[src/rtl/me_pkg.sv]
`default_nettype none
// +----------------------------------------------------------------------+
// | me_pkg : shared encodings for the motion-estimation search control   |
// | Rev 1.0                                                              |
// +----------------------------------------------------------------------+
package me_pkg;

    typedef enum logic [1:0] {
        ST_IDLE = 2'd0,
        ST_PREP = 2'd1,
        ST_SCAN = 2'd2
    } state_t;

    localparam logic [1:0] STEP_FULL = 2'd1;
    localparam logic [1:0] STEP_HALF = 2'd2;

    // Wide enough for any practical SAD width; users slice the low bits.
    localparam int                     SAD_W_MAX    = 64;
    localparam logic [SAD_W_MAX-1:0]   SAD_ALL_ONES = '1;

    function automatic logic [1:0] step_sel(input logic step2);
        return step2 ? STEP_HALF : STEP_FULL;
    endfunction

endpackage
`default_nettype wire

[src/rtl/sad_min_tracker.sv]
`default_nettype none
// +----------------------------------------------------------------------+
// | sad_min_tracker : running minimum SAD and its position, one partition|
// | Rev 1.0                                                              |
// +----------------------------------------------------------------------+
module sad_min_tracker
    import me_pkg::*;
#(
    parameter int SAD_W = 18,
    parameter int COL_W = 5,
    parameter int ROW_W = 7
) (
    input  logic             clk,
    input  logic             rst_n,
    input  logic             init,
    input  logic             update_en,
    input  logic [SAD_W-1:0] sad_in,
    input  logic [COL_W-1:0] col,
    input  logic [ROW_W-1:0] row,
    output logic [SAD_W-1:0] best_sad,
    output logic [COL_W-1:0] best_col,
    output logic [ROW_W-1:0] best_row
);

    localparam logic [SAD_W-1:0] SAD_INIT = SAD_ALL_ONES[SAD_W-1:0];

    // Strict less-than keeps the earliest candidate in raster order on ties.
    always_ff @(posedge clk or negedge rst_n) begin
        if (!rst_n) begin
            best_sad <= SAD_INIT;
            best_col <= '0;
            best_row <= '0;
        end else if (init) begin
            best_sad <= SAD_INIT;
        end else if (update_en && (sad_in < best_sad)) begin
            best_sad <= sad_in;
            best_col <= col;
            best_row <= row;
        end
    end

endmodule
`default_nettype wire

[src/rtl/scalable_layer_search_ctrl.sv]
`default_nettype none
// +----------------------------------------------------------------------+
// | scalable_layer_search_ctrl : raster search sequencer with per-       |
// | partition minimum-SAD tracking.                          Rev 1.0     |
// +----------------------------------------------------------------------+
module scalable_layer_search_ctrl
    import me_pkg::*;
#(
    parameter int NUM_PART = 7,
    parameter int SAD_W    = 18,
    parameter int COL_W    = 5,
    parameter int ROW_W    = 7,
    parameter int PREP_CYC = 8
) (
    input  logic                      clk,
    input  logic                      rst_n,
    input  logic                      start,
    input  logic                      abort,
    input  logic [COL_W-1:0]          search_w,
    input  logic [ROW_W-1:0]          search_h,
    input  logic                      step2,
    input  logic                      sad_valid,
    input  logic [NUM_PART*SAD_W-1:0] sad_in,
    output logic                      ref_begin_prepare,
    output logic                      pe_begin_prepare,
    output logic [COL_W-1:0]          search_column_count,
    output logic [ROW_W-1:0]          search_row_count,
    output logic                      busy,
    output logic                      done,
    output logic [NUM_PART*SAD_W-1:0] best_sad,
    output logic [NUM_PART*COL_W-1:0] best_col,
    output logic [NUM_PART*ROW_W-1:0] best_row
);

    localparam int PW = $clog2(PREP_CYC + 1);

    state_t           state;
    logic [1:0]       step_r;
    logic [COL_W-1:0] w_lat;
    logic [ROW_W-1:0] h_lat;
    logic [PW-1:0]    prep_cnt;
    logic [COL_W:0]   col_nxt;
    logic [ROW_W:0]   row_nxt;
    logic             scan_init;
    logic             update_en;

    assign col_nxt   = {1'b0, search_column_count} + (COL_W+1)'(step_r);
    assign row_nxt   = {1'b0, search_row_count} + (ROW_W+1)'(step_r);
    assign scan_init = (state == ST_PREP) && !abort && (prep_cnt == PW'(PREP_CYC - 1));
    assign update_en = (state == ST_SCAN) && sad_valid && !abort;

    always_ff @(posedge clk or negedge rst_n) begin
        if (!rst_n) begin
            state               <= ST_IDLE;
            step_r              <= STEP_FULL;
            w_lat               <= '0;
            h_lat               <= '0;
            prep_cnt            <= '0;
            search_column_count <= '0;
            search_row_count    <= '0;
            ref_begin_prepare   <= 1'b0;
            pe_begin_prepare    <= 1'b0;
            busy                <= 1'b0;
            done                <= 1'b0;
        end else begin
            ref_begin_prepare <= 1'b0;
            pe_begin_prepare  <= 1'b0;
            done              <= 1'b0;
            case (state)
                ST_IDLE: begin
                    if (start) begin
                        w_lat             <= search_w;
                        h_lat             <= search_h;
                        step_r            <= step_sel(step2);
                        prep_cnt          <= '0;
                        ref_begin_prepare <= 1'b1;
                        busy              <= 1'b1;
                        state             <= ST_PREP;
                    end
                end
                ST_PREP: begin
                    if (abort) begin
                        busy  <= 1'b0;
                        state <= ST_IDLE;
                    end else if (scan_init) begin
                        search_column_count <= '0;
                        search_row_count    <= '0;
                        pe_begin_prepare    <= 1'b1;
                        state               <= ST_SCAN;
                    end else begin
                        prep_cnt <= prep_cnt + PW'(1);
                    end
                end
                ST_SCAN: begin
                    if (abort) begin
                        busy  <= 1'b0;
                        state <= ST_IDLE;
                    end else if (sad_valid) begin
                        // On the last candidate the counters stay put so IDLE shows the final position.
                        if (col_nxt > {1'b0, w_lat}) begin
                            if (row_nxt > {1'b0, h_lat}) begin
                                done  <= 1'b1;
                                busy  <= 1'b0;
                                state <= ST_IDLE;
                            end else begin
                                search_column_count <= '0;
                                search_row_count    <= row_nxt[ROW_W-1:0];
                            end
                        end else begin
                            search_column_count <= col_nxt[COL_W-1:0];
                        end
                    end
                end
                default: begin
                    busy  <= 1'b0;
                    state <= ST_IDLE;
                end
            endcase
        end
    end

    for (genvar p = 0; p < NUM_PART; p++) begin : g_part
        sad_min_tracker #(
            .SAD_W (SAD_W),
            .COL_W (COL_W),
            .ROW_W (ROW_W)
        ) u_tracker (
            .clk       (clk),
            .rst_n     (rst_n),
            .init      (scan_init),
            .update_en (update_en),
            .sad_in    (sad_in[p*SAD_W +: SAD_W]),
            .col       (search_column_count),
            .row       (search_row_count),
            .best_sad  (best_sad[p*SAD_W +: SAD_W]),
            .best_col  (best_col[p*COL_W +: COL_W]),
            .best_row  (best_row[p*ROW_W +: ROW_W])
        );
    end

endmodule
`default_nettype wire

[config.mk]
export PLATFORM = sky130hd
export DESIGN_NAME = scalable_layer_search_ctrl
export DESIGN_NICKNAME = d
export VERILOG_FILES = /design/src/rtl/me_pkg.sv /design/src/rtl/sad_min_tracker.sv /design/src/rtl/scalable_layer_search_ctrl.sv
export SDC_FILE = /design/constraint.sdc
export NUM_CORES = 1
export LEC_CHECK = 0
export ABC_AREA = 1
export BUFFER_PORTS_ARGS = -buffer_cell sky130_fd_sc_hd__buf_2
export CAP_MARGIN = 5
export CORE_MARGIN = 10
export CORE_UTILIZATION = 40
export DETAILED_ROUTE_END_ITERATION = 7
export SLEW_MARGIN = 20
export SYNTH_ARGS = -nofsm -noshare
export SYNTH_HDL_FRONTEND = slang
export SYNTH_SLANG_ARGS = --single-unit
[constraint.sdc]
create_clock -name clk -period 3.44 [get_ports clk]
set_input_delay 0.344 -clock clk [delete_from_list [all_inputs] [get_ports clk]]
set_output_delay 0.344 -clock clk [all_outputs]
set_load 0.02 [all_outputs]
==> impl_metrics.csv <==
group,metric,value,unit
sta,worst_pin_slew,782,ps
grt,grt_max_degree,142,
logic_synthesis,yosys.cell_count.top_type,"nand2_1",
setup_path,path_buf_inv,2,
layout,layout.nets,2371,
logic_synthesis,yosysTopAreaCellShare,23.4,%
clock_tree,clk_pin_slew,60,ps
placed_design,port_buffers,369,
floorplan,start_util,40.3,%
layout,drive_gt1_share,33.1,%
logic_synthesis,synth_area,0.0143,mm2
setup_path,slowest_delay,410,ps
clock_tree,cts_buffers,31,
clock_tree,cts_tree,"done",
clock_tree,cts_setup_buffers,0,
sta,setup_viol,0,
setup_path,cp_common_cell,"nand2_1",
logic_synthesis,syn_inst,1724,
floorplan,core,0.0354,mm2
logic_synthesis,synth_commonest_cells,"nand2_1, inv_1, nand3_1, ha_1, dfstp_2",
routing,drc,0,
logic_synthesis,synthDistinctLibCells,36,
clock_tree,htreeDepth,1,
sta,slew_headroom,47.9,%
layout,utilization,50.0,%
sta,drv_slew,0,
placed_design,place_area,0.0165,mm2
routing,vias_per_cell,4.88,
setup_path,cp-start-kind,"flop",
pwr,ir_drop,0.378,mV
floorplan,die_area,0.0437,mm2
setup_path,path_max_fanout,8,
sta,clock.fmax,327,MHz
logic_synthesis,synth-main-ff-cell,"dfstp_2",
sta,fin_tns_setup,0,ps
logic_synthesis,yosysSeqAreaShare,44.2,%
logic_synthesis,synth_nets,2006,
sta,fin_crit_sh,88.8,%
logic_synthesis,synth-edff-count,0,
floorplan,dieHeight,209,um
sta,rsz0062_at_grt,"no",
placed_design,dp_hpwl,32.9,mm
setup_path,arrival,3500,ps
logic_synthesis,ys_warn_count,0,
routing,wl,45.3,mm
job,max_cap_viol_count,0,
clock_tree,cts.sinks,246,
setup_path,required,3880,ps
grt,antenna_found_initial,0,
grt,grt_pass1_wl,72.1,mm
setup_path,path_cells,"ha_1, fa_1, nand2_1, inv_1, nand4_1, xor2_1, inv_1, ha_1, and3_1, nand2_1, nand2_1, nand2_1, nand2_1, o21bai_4, nand2_2, nand2_1, nand2_1",
logic_synthesis,yosysTopAreaCell,"dfstp_2",
grt,grt_use_total,20.2,%
placed_design,gp_congestion,0.873,
grt,grt-ovfl-total,0,
pwr,cellPowerDensity,444,mW/mm2
layout,n_fill_cell,3420,
clock_tree,clk_path_buf_depth,3,
logic_synthesis,async_reset_ff_share,100,%
logic_synthesis,synth_area_leaders,"dfstp_2, dfrtp_1, nand2_1",
run_status,outcome,"finished clean",
routing,dr.pass1.iters,4,
floorplan,boundaryPins,370,
clock_tree,clk_latency,560,ps
worst_hold_path,min_path_type,"input pin to flop",
setup_path,crit_family,"simple AND/OR/NAND/NOR gates",
layout,area_growth,23.9,%
clock_tree,ctsResizeCount,0,
layout,n_antenna_cell,0,
routing,vias,12600,
grt,first_global_vias,12600,
pwr,finalPower,7.86,mW
layout,post-route-cell-area,0.0177,mm2
floorplan,die_x,209,um
clock_tree,root_buffer,"clkbuf_16",
logic_synthesis,syn_avg_cell_area,8.28,um2
routing,dr.first_iter.drc_count,665,
routing,final_antenna_net_count,0,
floorplan,num_rows,69,
sta,fin_crit,3060,ps
sta,clock_skew,22.2,ps
setup_path,cp_slowest_cell,"dfrtp_1",
sta,final-hold-violation-count,0,
setup_path,worstSetupPathType,"flop to flop",
setup_path,end_kind,"flop",
logic_synthesis,ys_seq_elements,246,
pwr,leakage,9.39,nW
routing,routedWlPerCell,17.6,um
==> registers in the layout, indices dropped and copies added, names as in the netlist <==
register                   count
prep_cnt                       4
search_column_count            5
step_r                         2
h_lat                          7
search_row_count               7
g_part.u_tracker.best_sad    126
ref_begin_prepare              1
g_part.u_tracker.best_row     49
pe_begin_prepare               1
done                           1
w_lat                          5
state                          2
busy                           1
g_part.u_tracker.best_col     35
==> tightest hold or removal path, stage by stage <==
cell     delay, ps
buf_2           80
nand2_1         50
o21ai_0         80
==> worst paths after layout <==
path / start / endpoint / slack (ps) / depth (start not counted)
min in group asynchronous: rst_n / h_lat[2] / 390 / 2
worst min register to register: busy / busy / 480 / 2
worst max-delay path: search_row_count[0] / search_row_count[4] / 380 / 17
max in group asynchronous: rst_n / g_part[4].u_tracker.best_sad[5] / 2140 / 3
worst max register to register: search_row_count[0] / search_row_count[4] / 380 / 17
worst min-delay path: search_w[2] / w_lat[2] / 30 / 3
==> power breakdown <==
part / switching [mW] / internal (mW) / leakage, nW / total [mW]
Combinational: 0.784 / 0.498 / 6.04 / 1.28
Clock: 1.30 / 2.05 / 0.509 / 3.35
Sequential: 0.120 / 3.11 / 2.84 / 3.23
Total: 2.20 / 5.66 / 9.39 / 7.86
==> cells in the final DEF (no fill, tap or decap), drive strengths merged <==
| master | instances |
|---|---|
| buf | 385 |
| dfrtp | 119 |
| nor3 | 4 |
| bufinv | 4 |
| nor2 | 61 |
| clkinvlp | 5 |
| fa | 2 |
| dfstp | 127 |
| o21ai | 128 |
| ha | 136 |
| clkinv | 8 |
| and3 | 3 |
| a21o | 7 |
| nand2 | 523 |
| and2 | 7 |
| or2 | 119 |
| a21oi | 57 |
| o21a | 8 |
| o32ai | 1 |
| dlygate4sd3 | 12 |
| nand3 | 140 |
| clkbuf | 40 |
| o21bai | 3 |
| inv | 192 |
| xor2 | 6 |
| nand4 | 16 |
==> routing by layer <==
| metal | routed length, um | share of wire (%) | global-route usage (%) |
|---|---|---|---|
| met3 | 3700 | 8.2 | 6.22 |
| met2 | 20900 | 46 | 33.0 |
| met1 | 19900 | 44 | 25.9 |
| met5 | 0 | 0 | 0 |
| met4 | 758 | 1.7 | 3.70 |
==> final cells by class <==
type	count	area, um2	share of cell area (%)
timing repair buffer	397	2130	12.1
clock buffer	40	860	4.86
tap	461	577	3.26
inverter	192	721	4.07
clock inverter	17	196	1.11
multi-input combinational	1221	6890	39.0
sequential	246	6310	35.7
==> kinds of logic (layout without fill, tap and decap cells) <==
logic type               count (synthesis)  count (layout)  share of synthesized area [%]
AND/OR/NAND/NOR                        873             873                           28.1
buffers and inverters                  257             646                           7.52
flip-flops                             246             246                           44.2
AO/OA/AOI/OAI                          204             204                           7.60
adder cells (fa/ha/maj)                138             138                           12.2
XOR/XNOR                                 6               6                          0.368
==> repair_timing <==
item	in CTS	in global routing
setup endpoints to repair	0	0
hold endpoints to repair	31	0
hold buffers	12	0
==> stage by stage <==
| stage | worst slack, ps | hold slack, ps | cells |
|---|---|---|---|
| 2_1_floorplan | 656 | 48.4 | 1724 |
| 4_1_cts | 407 | 11.4 | 2574 |
| 5_1_grt | 137 | 46.0 | 2574 |
| 6_report | 384 | 31.6 | 2574 |
| 3_5_place_dp | 437 | 382 | 2505 |
| 3_3_place_gp | 516 | 377 | 2505 |
No activity file was read; power rests on OpenSTA's default activity.
